**src/rtl/ntt_pkg.sv**
```systemverilog
// Shared definitions for the NTT butterfly scheduler.
// Holds the FSM state encoding and the index-to-bank/address mapping helpers.
// Purely declarative: no state, no timing.
package ntt_pkg;

    typedef enum logic [1:0] {
        ST_IDLE  = 2'd0,
        ST_RUN   = 2'd1,
        ST_DRAIN = 2'd2,
        ST_DONE  = 2'd3
    } state_t;

    // Two indices differing in exactly one bit always land in opposite banks.
    function automatic logic bank_of(input logic [15:0] idx);
        return ^idx;
    endfunction

    // Word address inside the selected bank.
    function automatic logic [15:0] addr_of(input logic [15:0] idx);
        return idx >> 1;
    endfunction

endpackage

```
**src/rtl/ntt_sched_dly.sv**
```systemverilog
// Valid+payload shift register with an intermediate valid tap.
// Latency: DEPTH cycles to o_vld/o_dat, TAP cycles to o_tap_vld.
// No backpressure: shifts every cycle, o_any_vld reports any entry in flight.
module ntt_sched_dly #(
    parameter int DEPTH = 7,
    parameter int TAP   = 1,
    parameter int WIDTH = 8
) (
    input  logic             i_clk,
    input  logic             i_rst_n,
    input  logic             i_vld,
    input  logic [WIDTH-1:0] i_dat,
    output logic             o_tap_vld,
    output logic             o_vld,
    output logic [WIDTH-1:0] o_dat,
    output logic             o_any_vld
);

    logic [DEPTH-1:0] r_vld;
    logic [WIDTH-1:0] r_dat [DEPTH];

    // Element j holds the entry issued j+1 cycles ago.
    always_ff @(posedge i_clk or negedge i_rst_n) begin
        if (!i_rst_n) begin
            r_vld <= '0;
            for (int j = 0; j < DEPTH; j++) begin
                r_dat[j] <= '0;
            end
        end else begin
            r_vld    <= {r_vld[DEPTH-2:0], i_vld};
            r_dat[0] <= i_dat;
            for (int j = 1; j < DEPTH; j++) begin
                r_dat[j] <= r_dat[j-1];
            end
        end
    end

    assign o_tap_vld = r_vld[TAP-1];
    assign o_vld     = r_vld[DEPTH-1];
    assign o_dat     = r_dat[DEPTH-1];
    assign o_any_vld = |r_vld;

endmodule

```
**src/rtl/ntt_sched_ctrl.sv**
```systemverilog
// Stage/butterfly scheduler for an in-place radix-2 NTT/INTT, one butterfly per cycle.
// Latency: bfu_en RAM_LAT, wr_* RAM_LAT+BFU_LAT cycles after rd_en; each stage drains fully.
// Backpressure: i_hold stalls issue only; in-flight entries keep flowing to write-back.
module ntt_sched_ctrl
    import ntt_pkg::*;
#(
    parameter int LOG_N   = 8,
    parameter int RAM_LAT = 1,
    parameter int BFU_LAT = 6
) (
    input  logic             i_clk,
    input  logic             i_reset,
    input  logic             i_start,
    input  logic             i_inv,
    input  logic             i_hold,
    output logic             o_ready,
    output logic             o_busy,
    output logic             o_done,
    output logic             o_rd_en,
    output logic             o_rd_set,
    output logic [LOG_N-2:0] o_rd_addr0,
    output logic [LOG_N-2:0] o_rd_addr1,
    output logic             o_rd_swap,
    output logic [LOG_N:0]   o_tw_addr,
    output logic             o_bfu_en,
    output logic             o_wr_en,
    output logic             o_wr_set,
    output logic [LOG_N-2:0] o_wr_addr0,
    output logic [LOG_N-2:0] o_wr_addr1,
    output logic             o_wr_swap
);

    localparam int AW     = LOG_N - 1;
    localparam int HALF_N = 1 << (LOG_N - 1);
    localparam int DLY    = RAM_LAT + BFU_LAT;
    localparam int PW     = 2 * AW + 2;
    localparam logic [AW-1:0] K_LAST     = AW'(HALF_N - 1);
    localparam logic [3:0]    LAST_STAGE = 4'(LOG_N - 1);

    state_t          r_state;
    logic [3:0]      r_stage;
    logic [AW-1:0]   r_k;
    logic            r_inv;

    logic             w_rd_en;
    logic             w_any_vld;
    logic [3:0]       w_h;
    logic [LOG_N-1:0] w_half;
    logic [LOG_N-1:0] w_grp;
    logic [LOG_N-1:0] w_off;
    logic [LOG_N-1:0] w_i0;
    logic [LOG_N-1:0] w_i1;
    logic [LOG_N-1:0] w_tw_idx;
    logic             w_swap;
    logic [AW-1:0]    w_a_i0;
    logic [AW-1:0]    w_a_i1;
    logic [PW-1:0]    w_rd_dat;
    logic [PW-1:0]    w_wr_dat;

    assign w_rd_en = (r_state == ST_RUN) && !i_hold;

    // Butterfly index pair, bank split and twiddle index for the current (s, k).
    always_comb begin
        w_h      = LAST_STAGE - r_stage;
        w_half   = LOG_N'(1) << w_h;
        w_grp    = LOG_N'(r_k) >> w_h;
        w_off    = LOG_N'(r_k) & (w_half - LOG_N'(1));
        w_i0     = (w_grp << (w_h + 4'd1)) + w_off;
        w_i1     = w_i0 + w_half;
        w_swap   = bank_of(16'(w_i0));
        w_a_i0   = AW'(addr_of(16'(w_i0)));
        w_a_i1   = AW'(addr_of(16'(w_i1)));
        w_tw_idx = (LOG_N'(1) << r_stage) + w_grp;
    end

    // Read-side fields are forced to zero whenever no butterfly is issued.
    always_comb begin
        o_rd_en    = w_rd_en;
        o_rd_set   = w_rd_en & r_stage[0];
        o_rd_swap  = w_rd_en & w_swap;
        o_rd_addr0 = '0;
        o_rd_addr1 = '0;
        o_tw_addr  = '0;
        if (w_rd_en) begin
            o_rd_addr0 = w_swap ? w_a_i1 : w_a_i0;
            o_rd_addr1 = w_swap ? w_a_i0 : w_a_i1;
            o_tw_addr  = {r_inv, w_tw_idx};
        end
    end

    assign w_rd_dat = {o_rd_set, o_rd_addr0, o_rd_addr1, o_rd_swap};

    ntt_sched_dly #(
        .DEPTH (DLY),
        .TAP   (RAM_LAT),
        .WIDTH (PW)
    ) u_dly (
        .i_clk     (i_clk),
        .i_rst_n   (i_reset),
        .i_vld     (w_rd_en),
        .i_dat     (w_rd_dat),
        .o_tap_vld (o_bfu_en),
        .o_vld     (o_wr_en),
        .o_dat     (w_wr_dat),
        .o_any_vld (w_any_vld)
    );

    assign {o_wr_set, o_wr_addr0, o_wr_addr1, o_wr_swap} = w_wr_dat;

    // Stage/butterfly sequencing; a stage starts only once the previous one has fully written back.
    always_ff @(posedge i_clk or negedge i_reset) begin
        if (!i_reset) begin
            r_state <= ST_IDLE;
            r_stage <= '0;
            r_k     <= '0;
            r_inv   <= 1'b0;
        end else begin
            case (r_state)
                ST_IDLE: begin
                    if (i_start) begin
                        r_inv   <= i_inv;
                        r_stage <= '0;
                        r_k     <= '0;
                        r_state <= ST_RUN;
                    end
                end
                ST_RUN: begin
                    if (w_rd_en) begin
                        if (r_k == K_LAST) begin
                            r_k     <= '0;
                            r_state <= ST_DRAIN;
                        end else begin
                            r_k <= r_k + AW'(1);
                        end
                    end
                end
                ST_DRAIN: begin
                    if (!w_any_vld) begin
                        if (r_stage == LAST_STAGE) begin
                            r_stage <= '0;
                            r_state <= ST_DONE;
                        end else begin
                            r_stage <= r_stage + 4'd1;
                            r_state <= ST_RUN;
                        end
                    end
                end
                default: begin
                    r_state <= ST_IDLE;
                end
            endcase
        end
    end

    assign o_ready = (r_state == ST_IDLE);
    assign o_busy  = (r_state != ST_IDLE);
    assign o_done  = (r_state == ST_DONE);

endmodule

```
**config.mk**
```make
export PLATFORM = sky130hd
export DESIGN_NAME = ntt_sched_ctrl
export DESIGN_NICKNAME = d
export VERILOG_FILES = /design/src/rtl/ntt_pkg.sv /design/src/rtl/ntt_sched_dly.sv /design/src/rtl/ntt_sched_ctrl.sv
export SDC_FILE = /design/constraint.sdc
export NUM_CORES = 1
export LEC_CHECK = 0
export CAP_MARGIN = 20
export CORE_UTILIZATION = 51
export DETAILED_ROUTE_END_ITERATION = 8
export PLACE_DENSITY = 0.72
export SLEW_MARGIN = 10
export SYNTH_ARGS = -nofsm -noshare
export SYNTH_HDL_FRONTEND = slang
export SYNTH_SLANG_ARGS = --single-unit
```
**constraint.sdc**
```tcl
create_clock -name i_clk -period 9.6 [get_ports i_clk]
set_input_delay 1.92 -clock i_clk [delete_from_list [all_inputs] [get_ports i_clk]]
set_output_delay 1.92 -clock i_clk [all_outputs]
set_load 0.02 [all_outputs]
```
* Yosys cells after proc, flatten, opt, wreduce, memory -nomap -nowiden
Cells that the tools add are included.
Storage, ports and cells: flip-flop bits (word level) 133
Operators by class: add/sub/neg operators 8, eq/ne operators 9, shifts and indexed selects 4, multiplexer cells 19, bitwise gates (word level) 3, reduce and logical (&&, ||, !) cells 12
Operators with widths (number):
- 7-bit two-way mux | 7
- 8-bit adder | 3
- 16-bit parity | 1
- 1-bit by 4-bit << shifter with 8-bit output (first input constant) | 2
- 7-bit one-hot mux with 2 select lines | 1
- 4-bit two-way mux | 3
- 2-bit two-way mux | 5
- 9-bit two-way mux | 1
- 4-bit by 1-bit adder with 4-bit output (second input constant) | 2
- 7-bit by 8-bit AND with 8-bit output | 1
- 4-bit one-hot mux with 2 select lines | 1
- 8-bit by 4-bit << shifter with 8-bit output | 1
- 7-bit by 4-bit right shift with 8-bit output | 1
- 8-bit by 1-bit subtractor with 8-bit output (second input constant) | 1
- 7-bit by 1-bit adder with 7-bit output (second input constant) | 1
- 7-bit == test (second input constant) | 1
- 7-bit OR reduction | 1
- 2-bit one-hot mux with 3 select lines | 1
- 3-bit AND reduction | 2
- 2-bit nonzero test | 3
- 2-bit == test (second input constant) | 2
- 4-bit by 3-bit == test with 1-bit output (second input constant) | 1
- 2-bit by 1-bit != test with 1-bit output (second input constant) | 2
- 2-bit != test (second input constant) | 2
- other kinds (8) | 9

* Logic depth before layout (Yosys ltp)
Gate-level depths: netlist of run 1.
depth after elaboration 8, mapped depth 22, mapped depth without buffers 20

* Modules after synthesis
A second synthesis of run 1 with hierarchy kept.
Unflattened totals: cells, all modules 489, area, all modules 5778.0 µm²
By module, submodules not included:
- ntt_sched_dly | times used 1, cells an instance 138, area each 3113.0 µm², seq. area each 2977.9 µm²
- ntt_sched_ctrl | times used 1, cells an instance 351, area each 2665.1 µm², seq. area each 350.3 µm²

* Worst setup path before layout of run 1
No wires, ideal clock.
path type register -> output, from register r_stage[0], to output o_rd_addr1[6], data arrival time 4.925 ns, slack 2.755 ns, stages on the path, launching flop included 22, cell sequence dfrtp_1 buf_6 inv_2 clkbuf_1 ha_1 ha_1 clkbuf_1 nand2b_1 nor3b_1 ha_1 inv_1 fa_1 inv_1 ha_1 a31o_1 a21o_1 a21o_1 a2111oi_0 or3_1 xor2_1 nor2_1 a211oi_1
On the way: cells in the longest elaborated chain, start to end 8, elaborated cells between the ends (all ways) 12, those cells by class add/sub (5); shift (3); mux (2); bitwise (1); reduce/logical (1)
RTL lines:
- start: declaration | RTL line ntt_sched_ctrl.sv:41 | logic [3:0] r_stage;
- start signal: assignment | RTL line ntt_sched_ctrl.sv:143 | r_stage <= r_stage + 4'd1;
- 3-bit by 4-bit subtractor with 4-bit output (*) | RTL line ntt_sched_ctrl.sv:64 | w_h = LAST_STAGE - r_stage;
- 1-bit by 4-bit << shifter with 8-bit output | RTL line ntt_sched_ctrl.sv:65 | w_half = LOG_N'(1) << w_h;
- 8-bit by 1-bit subtractor with 8-bit output | RTL line ntt_sched_ctrl.sv:67 | w_off = LOG_N'(r_k) & (w_half - LOG_N'(1));
- 7-bit by 8-bit AND with 8-bit output | RTL line ntt_sched_ctrl.sv:67
- 8-bit adder | RTL line ntt_sched_ctrl.sv:68 | w_i0 = (w_grp << (w_h + 4'd1)) + w_off;
- 8-bit adder / 16-bit parity (equally long branches) | RTL line ntt_sched_ctrl.sv:69, ntt_pkg.sv:15
- 7-bit two-way mux (*) | RTL line ntt_sched_ctrl.sv:86 | o_rd_addr1 = w_swap ? w_a_i0 : w_a_i1;
- 7-bit two-way mux (*) | RTL line ntt_sched_ctrl.sv:84 | if (w_rd_en) begin
- end: declaration | RTL line ntt_sched_ctrl.sv:22 | output logic [LOG_N-2:0] o_rd_addr1,
Every way passes the cells marked *; elsewhere a longest branch is shown, timed or not.

* Worst setup path after layout of run 1
from register r_stage[1], to output o_rd_addr0[6]
On the way: cells in the longest elaborated chain, start to end 8, elaborated cells between the ends (all ways) 12, those cells by class add/sub (5); shift (3); mux (2); bitwise (1); reduce/logical (1)
RTL lines:
- 3-bit by 4-bit subtractor with 4-bit output (*) | RTL line ntt_sched_ctrl.sv:64
- 1-bit by 4-bit << shifter with 8-bit output | RTL line ntt_sched_ctrl.sv:65
- 8-bit by 1-bit subtractor with 8-bit output | RTL line ntt_sched_ctrl.sv:67
- 7-bit by 8-bit AND with 8-bit output | RTL line ntt_sched_ctrl.sv:67
- 8-bit adder | RTL line ntt_sched_ctrl.sv:68
- 8-bit adder / 16-bit parity (equally long branches) | RTL line ntt_sched_ctrl.sv:69, ntt_pkg.sv:15
- 7-bit two-way mux (*) | RTL line ntt_sched_ctrl.sv:85 | o_rd_addr0 = w_swap ? w_a_i1 : w_a_i0;
- 7-bit two-way mux (*) | RTL line ntt_sched_ctrl.sv:84
- end: declaration | RTL line ntt_sched_ctrl.sv:21 | output logic [LOG_N-2:0] o_rd_addr0,
Marked as above.

==> results of run 1 <==
where the power goes:
group          total (mW)  internal (mW)  leakage [nW]  switching (mW)
sequential          0.767          0.696          1.78          0.0708
combinational        1.21          0.518          1.29           0.690
clock               0.624          0.401         0.283           0.223
worst max-delay path by stage:
stage / to / from / slack [ns]
after floorplan: o_rd_addr1[6] / r_stage[0] / 2.75
after detailed placement: o_rd_addr0[6] / r_stage[1] / 1.82
after CTS: o_rd_addr0[6] / r_stage[1] / 1.36
final: o_rd_addr0[6] / r_stage[1] / 1.40
after global placement: o_rd_addr0[6] / r_stage[1] / 2.01
after global routing: o_rd_addr0[6] / r_stage[1] / 0.97
kinds of logic (layout without fill, tap and decap cells):
family	after synthesis	count (layout)	share of synthesized area
adder cells (fa/ha/maj)	33	33	0.0743
buffers and inverters	60	111	0.0524
flip-flops	133	133	0.571
multiplexers	22	22	0.0481
XOR/XNOR	28	28	0.0548
AND/OR/NAND/NOR	132	132	0.109
AO/OA/AOI/OAI	82	82	0.0900
critical path: cells and delay by family, from the launching register on:
kind	cells	cell delay [ns]
buffers and inverters	4	0.91
AO/OA/AOI/OAI	4	1.01
adder cells (fa/ha/maj)	5	1.77
AND/OR/NAND/NOR	4	0.84
multiplexers	1	0.36
XOR/XNOR	1	0.24
flip-flops	1	0.72
registers in the layout (all words and copies together) (netlist names):
signal / cells
u_dly.r_dat: 96
u_dly.o_dat: 16
r_k: 7
u_dly.r_vld: 7
r_stage: 4
r_state: 2
r_inv: 1
layer usage:
layer | vias up | share of wire | GRT usage
li1 | 1714 | - | -
met1 | 1784 | 0.44 | 0.253
met2 | 82 | 0.50 | 0.338
met3 | 17 | 0.035 | 0.0502
met4 | 0 | 0.023 | 0.0869
met5 | - | 0 | 0
layout by cell type, fill, tap and decap left out, types with 3 or more instances in the layout:
master	Yosys	routed
a211o_1	3	3
a211oi_1	6	6
a21o_1	10	10
a21oi_1	25	25
and2_1	6	6
and3_1	3	3
buf_4	15	3
clkbuf_1	12	3
clkbuf_16	0	17
clkbuf_8	0	3
clkdlybuf4s50_1	0	50
clkinv_2	0	3
dfrtp_1	133	133
fa_1	3	3
ha_1	29	29
inv_1	20	20
inv_2	5	5
mux2_1	3	3
mux2i_1	13	13
mux4_2	3	3
nand2_1	26	26
nand2b_1	8	8
nand3_1	5	5
nand4_1	3	3
nor2_1	48	48
nor2b_1	10	10
nor3_1	8	8
o21a_1	3	3
o21ai_0	15	15
o21ai_1	5	5
or3_1	5	5
xnor2_1	17	17
xor2_1	6	6
cell type report:
type	count	area, um^2	share of cell area
Inverter	26	97.6	0.0141
Sequential cell	133	3330	0.481
Tap cell	140	175	0.0253
Timing Repair Buffer	54	551	0.0795
Clock inverter	8	100	0.0145
Multi-Input combinational cell	297	2190	0.317
Clock buffer	23	478	0.0690
==> flow_summary.toml, run 1 <==
[finish]
fillers = 802
drive_gt1_frac = 0.0943
fin_area_mm2 = 0.00692
fin_nets = 566
stdcell_count = 681
final_util = 0.630
areaGrowthSynthToFinish_pct = 18.8
insertedDiodeCount = 0

[placed_design]
dpl_worst_slack_ns = 1.82
post-dp-hpwl_mm = 7.58
place_area_mm2 = 0.00632
port_buffers = 51
place.gp.congestion = 0.868
dpl.cell_count = 649

[floorplan]
die_h_um = 109
rows = 38
ioPinCount = 52
start_util = 0.531
dieArea_mm2 = 0.0119
dieWidth_um = 109
coreArea_mm2 = 0.0110

[logic_synthesis]
synth_async_sr_flop_share = 1.00
synth_warnings = 0
synthCells = 490
synth_area_leader_cell = "dfrtp_1"
netlist_area_mm2 = 0.00583
ys_seq_area_frac = 0.571
synth.most_common_cell = "dfrtp_1"
ys.flop_type = "dfrtp_1"
ys_top_cells_by_area = "dfrtp_1 57%, ha_1 6.2%, nor2_1 3.1%, xnor2_1 2.6%, mux2i_1 2.2%"
synth_top_area_frac = 0.571
syn_nets = 527
synth.distinct_cells = 60
ys_ff_latch = 133
syn_avg_cell_area_um2 = 11.9
yosys-top-cells-count = "133 x dfrtp_1, 48 x nor2_1, 29 x ha_1"
synth-edff-count = 0

[clocking]
htree_levels = 4
clk_path_buf_depth = 2
cts_hold_buf = 0
path_clk_slew_ns = 0.06
cts_setup_buffers = 0
clock_sinks = 133
clkLatencyLatePin_ns = 0.40
numCtsBuffers = 17
cts.repair.resized = 0
cts-root-buf = "clkbuf_16"
cts_tree = "built"

[worst_setup_path]
path_class = "reg -> out"
endpoint_kind = "output pin"
required_ns = 7.68
r2r_end = "u_dly.r_dat[110]"
worstPathCellList = "inv_2 > ha_1 > ha_1 > nand2b_1 > nor3b_1 > ha_1 > inv_1 > fa_1 > inv_1 > ha_1 > a31o_1 > a21o_1 > a21o_1 > a2111oi_0 > or3_1 > xor2_1 > mux2_2 > nor2_1 > clkdlybuf4s50_1"
slowest_stage = "dfrtp_1"
r2r_slack_ns = 4.25
start_kind = "flop"
cpPeakStageDelay_ns = 0.72
crit_fanout = 18
regToRegStartpoint = "r_stage[1]"
arrival_ns = 6.28
worstRegToRegCells = 18
cpMostUsedCell = "ha_1"

[sta]
fin_tns_setup_ns = 0
fin_crit_ns = 8.20
tightest_slew_ns = 0.598
fin_crit_sh = 0.855
fmax_mhz = 122
rsz0062_at_grt = "no"
setup_viol = 0
slew_headroom = 0.601
whs_ns = 0.342
hold_viol_final = 0
setup_slack_ns = 1.40
finClkSkew_ns = 0.00817
final-max-slew-violation-count = 0

[routing]
vias_per_cell = 5.28
wl_mm = 11.2
drt_pass1_iterations = 4
routedWlPerCell_um = 16.4
first_iter_violations = 182
drt_drc_violations_left = 0
num_vias = 3597
postRouteAntennaNets = 0

[global_route]
antenna_found_initial = 0
grt_max_degree = 88
grt_pass1_wl_mm = 17.9
grt_pass1_vias = 3583
grt-ovfl-total = 0
track_usage = 0.204

[run_status]
status = "completed"

[min_path]
holdPathStages = 0
min_from = "u_dly.r_dat[77]"
hp-class = "reg -> reg"
min_to = "u_dly.r_dat[61]"

[power_and_ir_drop]
ir_drop_mv = 0.283
power_density_mw_per_mm2 = 375
p_total_mw = 2.60
p_leak_nw = 3.35

[job]
maxCapViolations = 0
Power figures use the tool's default switching activity.
==> run 2, diff against run 1 <==
--- a/config.mk
+++ b/config.mk
@@ -6,6 +6,7 @@
 export NUM_CORES = 1
 export LEC_CHECK = 0
 export CAP_MARGIN = 20
+export CORE_MARGIN = 2
 export CORE_UTILIZATION = 51
 export DETAILED_ROUTE_END_ITERATION = 8
 export PLACE_DENSITY = 0.72
==> flow_summary.toml, run 2 (synthesis results as in run 1) <==
[clocking]
numCtsBuffers = 17
cts.repair.resized = 0
clock_sinks = 133
cts_setup_buffers = 0
htree_levels = 4
cts-root-buf = "clkbuf_16"
clk_path_buf_depth = 2
clkLatencyLatePin_ns = 0.40
cts_tree = "built"
cts_hold_buf = 0
path_clk_slew_ns = 0.06

[finish]
drive_gt1_frac = 0.0978
top_register = "u_dly.r_dat"
fin_nets = 566
final_cell_mix = "133 x dfrtp_1, 50 x clkdlybuf4s50_1, 48 x nor2_1, 29 x ha_1, 26 x nand2_1"
areaGrowthSynthToFinish_pct = 20.3
largest_reg_flops = 96
final_common_cell = "dfrtp_1"
insertedDiodeCount = 0

[sta]
fin_crit_ns = 8.09
tightest_slew_ns = 0.636
fmax_mhz = 124
setup_slack_ns = 1.51
hold_viol_final = 0
fin_tns_setup_ns = 0
slew_headroom = 0.576
finClkSkew_ns = 0.0125
fin_crit_sh = 0.843
setup_viol = 0
whs_ns = 0.338
final-max-slew-violation-count = 0
rsz0062_at_grt = "no"

[routing]
drt_pass1_iterations = 4
first_iter_violations = 258
routedWlPerCell_um = 17.0
postRouteAntennaNets = 0
vias_per_cell = 5.28
num_vias = 3619
drt_drc_violations_left = 0
wl_mm = 11.6

[placed_design]
post-dp-hpwl_mm = 7.84
place.gp.congestion = 0.885
port_buffers = 51
dpl_worst_slack_ns = 1.44

[floorplan]
start_util = 0.517
rows = 39
dieWidth_um = 111
ioPinCount = 52
die_h_um = 111
coreArea_mm2 = 0.0113
dieArea_mm2 = 0.0123

[worst_setup_path]
cpPeakStageDelay_ns = 0.74
worst-path-buf-inv = 3
cp-startpoint = "r_stage[1]"
regToRegStartpoint = "r_stage[1]"
worstPathCellList = "inv_2 > ha_1 > ha_1 > nand2b_1 > nor3b_1 > ha_1 > inv_1 > fa_1 > xnor2_1 > ha_1 > a21o_1 > a21o_1 > a2111oi_0 > or3_1 > xor2_1 > mux2_2 > nor2_1 > clkdlybuf4s50_1"
r2r_slack_ns = 4.37
required_ns = 7.68
slowest_stage = "dfrtp_1"
crit_fanout = 18
endpoint_kind = "output pin"
cpMostUsedCell = "ha_1"
arrival_ns = 6.17
start_kind = "flop"
path_class = "reg -> out"
crit_family = "adder cells"

[power_and_ir_drop]
ir_drop_mv = 0.305
p_leak_nw = 3.39
power_density_mw_per_mm2 = 382

[run_status]
status = "completed"

[job]
maxCapViolations = 0

[global_route]
grt_pass1_vias = 3687
track_usage = 0.200
grt-ovfl-total = 0
grt_max_degree = 91
antenna_found_initial = 0
grt_pass1_wl_mm = 19.0

[min_path]
hp-class = "reg -> reg"
min_from = "u_dly.r_dat[98]"
## run 2: cell types whose count changed in the layout (fill, tap and decap cells not counted), sizes merged
| cell | change |
|---|---|
| clkbuf | -1 |
| inv | +2 |
| clkinv | -2 |
| bufinv | +2 |
## run 2: where the power goes
part,internal [mW],total (mW),switching (mW)
registers,0.696,0.776,0.0796
logic,0.526,1.22,0.690
clock network,0.458,0.688,0.230
total,1.68,2.68,0.999
## run 2: metal layers
metal | vias to the layer above | track usage | wire [um]
met5 | - | 0 | 0
li1 | 1716 | - | -
met2 | 69 | 0.342 | 5930
met4 | 0 | 0.0708 | 205
met1 | 1817 | 0.248 | 5100
met3 | 17 | 0.0498 | 395
## run 2: layout make-up
type / instances / area, um^2
repair buffers: 54 / 571
multi-input cells: 297 / 2190
clock buffers: 22 / 474
fillers: 843 / 4260
well taps: 143 / 179
inverters: 26 / 97.6
flip-flops and latches: 133 / 3330
clock inverters: 10 / 168
## run 2: path summary, 6_finish.rpt
check / cells past startpoint / endpoint
worst max-delay path: 18 / o_rd_addr0[6]
worst min-delay path: 0 / u_dly.r_dat[82]
worst max register to register: 17 / u_dly.r_dat[110]
worst min register to register: 0 / u_dly.r_dat[82]
max in group asynchronous: 3 / u_dly.r_dat[46]
min in group asynchronous: 1 / r_state[0]
## run 2: metrics by stage
stage	instances	utilization	power [mW]	area [um^2]
finish	685	0.622	2.68	7010
global route	685	0.622	2.83	7010
CTS	683	0.617	2.69	6960
detailed placement	651	0.560	1.98	6310
global placement	651	0.560	1.95	6310
floorplan	490	-	1.67	5830
==> run 3, diff against run 2 <==
==> constraint.sdc (replaced) <==
create_clock -name i_clk -period 8.4 [get_ports i_clk]
set_input_delay 1.68 -clock i_clk [delete_from_list [all_inputs] [get_ports i_clk]]
set_output_delay 1.68 -clock i_clk [all_outputs]
set_load 0.02 [all_outputs]
==> flow_summary.toml, run 3 (synthesis results as in run 1) <==
[power_and_ir_drop]
p_leak_nw = 3.36
p_total_mw = 3.06
power_density_mw_per_mm2 = 438
ir_drop_mv = 0.363

[routing]
routedWlPerCell_um = 17.1
first_iter_violations = 252
postRouteAntennaNets = 0
wl_mm = 11.7
drt_drc_violations_left = 0
vias_per_cell = 5.27
num_vias = 3611
drt_pass1_iterations = 4

[floorplan]
coreArea_mm2 = 0.0113
die_h_um = 111
rows = 39
dieWidth_um = 111
ioPinCount = 52
start_util = 0.517
dieArea_mm2 = 0.0123

[finish]
insertedDiodeCount = 0
top_register = "u_dly.r_dat"
areaGrowthSynthToFinish_pct = 19.6
stdcell_count = 685
largest_reg_flops = 96
final_common_cell = "dfrtp_1"
drive_gt1_frac = 0.101
fin_nets = 566
final_cell_mix = "132 x dfrtp_1, 50 x clkdlybuf4s50_1, 48 x nor2_1, 29 x ha_1, 26 x nand2_1"

[run_status]
status = "completed"

[clocking]
cts-root-buf = "clkbuf_16"
numCtsBuffers = 17
clk_path_buf_depth = 2
cts_tree = "built"
path_clk_slew_ns = 0.06
cts_hold_buf = 0
clkLatencyLatePin_ns = 0.41
clock_sinks = 133
htree_levels = 4

[worst_setup_path]
cpMostUsedCell = "ha_1"
required_ns = 6.72
worstPathCellList = "inv_2 > ha_1 > ha_1 > nand2b_1 > nor3b_1 > ha_1 > inv_1 > fa_1 > inv_1 > ha_1 > a31o_1 > a21o_1 > a21o_1 > a2111oi_0 > or3_1 > xor2_1 > mux2_2 > nor2_1 > clkdlybuf4s50_1"
crit_fanout = 18
worst-path-buf-inv = 4
slowest_stage = "dfrtp_1"
cpPeakStageDelay_ns = 0.74
start_kind = "flop"
crit_family = "adder cells"
endpoint_kind = "output pin"
arrival_ns = 6.29
path_class = "reg -> out"

[sta]
setup_viol = 0
whs_ns = 0.342
fin_crit_sh = 0.948
fin_tns_setup_ns = 0
slew_headroom = 0.486
hold_viol_final = 0
fmax_mhz = 126
tightest_slew_ns = 0.772
rsz0062_at_grt = "no"
final-max-slew-violation-count = 0
finClkSkew_ns = 0.0101
fin_crit_ns = 7.97

[min_path]
hp-class = "reg -> reg"

[global_route]
grt_max_degree = 93
grt-ovfl-total = 0
antenna_found_initial = 0
grt_pass1_vias = 3781
track_usage = 0.205
grt_pass1_wl_mm = 19.7

[placed_design]
place.gp.congestion = 0.863
port_buffers = 51
post-dp-hpwl_mm = 7.92
dpl.cell_count = 653

[job]
maxCapViolations = 0
[run 3: cell types whose count changed in the layout (fill, tap and decap cells not counted), sizes merged]
cell      previous run  this run
clkbuf              22        19
inv                 27        28
clkinvlp             1         3
[run 3: path summary, 6_finish.rpt]
check | from | to | slack, ns | cells after the start
min in group asynchronous | i_reset | r_state[0] | 1.26 | 1
worst min-delay path | u_dly.r_dat[96] | u_dly.r_dat[80] | 0.34 | 0
max in group asynchronous | i_reset | u_dly.o_dat[14] | 6.02 | 2
worst min register to register | u_dly.r_dat[96] | u_dly.r_dat[80] | 0.34 | 0
worst max-delay path | r_stage[1] | o_rd_addr0[6] | 0.43 | 19
worst max register to register | r_stage[1] | u_dly.r_dat[110] | 3.06 | 18
[run 3: per-stage QoR]
stage | setup WS [ns] | utilization | area, um^2
after detailed placement | 0.790 | 0.561 | 6330
after floorplan | 1.79 | - | 5830
after global placement | 0.944 | 0.561 | 6330
after global routing | 0.0715 | 0.618 | 6970
after CTS | 0.328 | 0.618 | 6970
final | 0.433 | 0.618 | 6970
[run 3: power breakdown]
group          internal [mW]  switching [mW]  total (mW)
Combinational          0.595           0.787        1.38
Sequential             0.796          0.0928       0.888
Clock                  0.509           0.278       0.787
Total                   1.90            1.16        3.06
[run 3: what timing repair did]
| action | CTS | global route |
|---|---|---|
| resized for setup | 0 | 1 |
| buffers inserted | 0 | 0 |
| endpoints found under the setup margin | 0 | 3 |
[run 3: routing by layer]
layer  wire (um)  up-vias  track usage
met5           0        -            0
met4         167        0       0.0633
met3         491       10       0.0476
met2        5980       88        0.344
met1        5050     1795        0.266
li1            -     1718            -
[run 3: cell type report]
type	count	area, um^2
fill	854	4300
sequential	133	3330
multi-input combinational	297	2190
timing repair buffer	54	534
clock buffer	19	443
clock inverter	13	195
tap	143	179
inverter	26	97.6
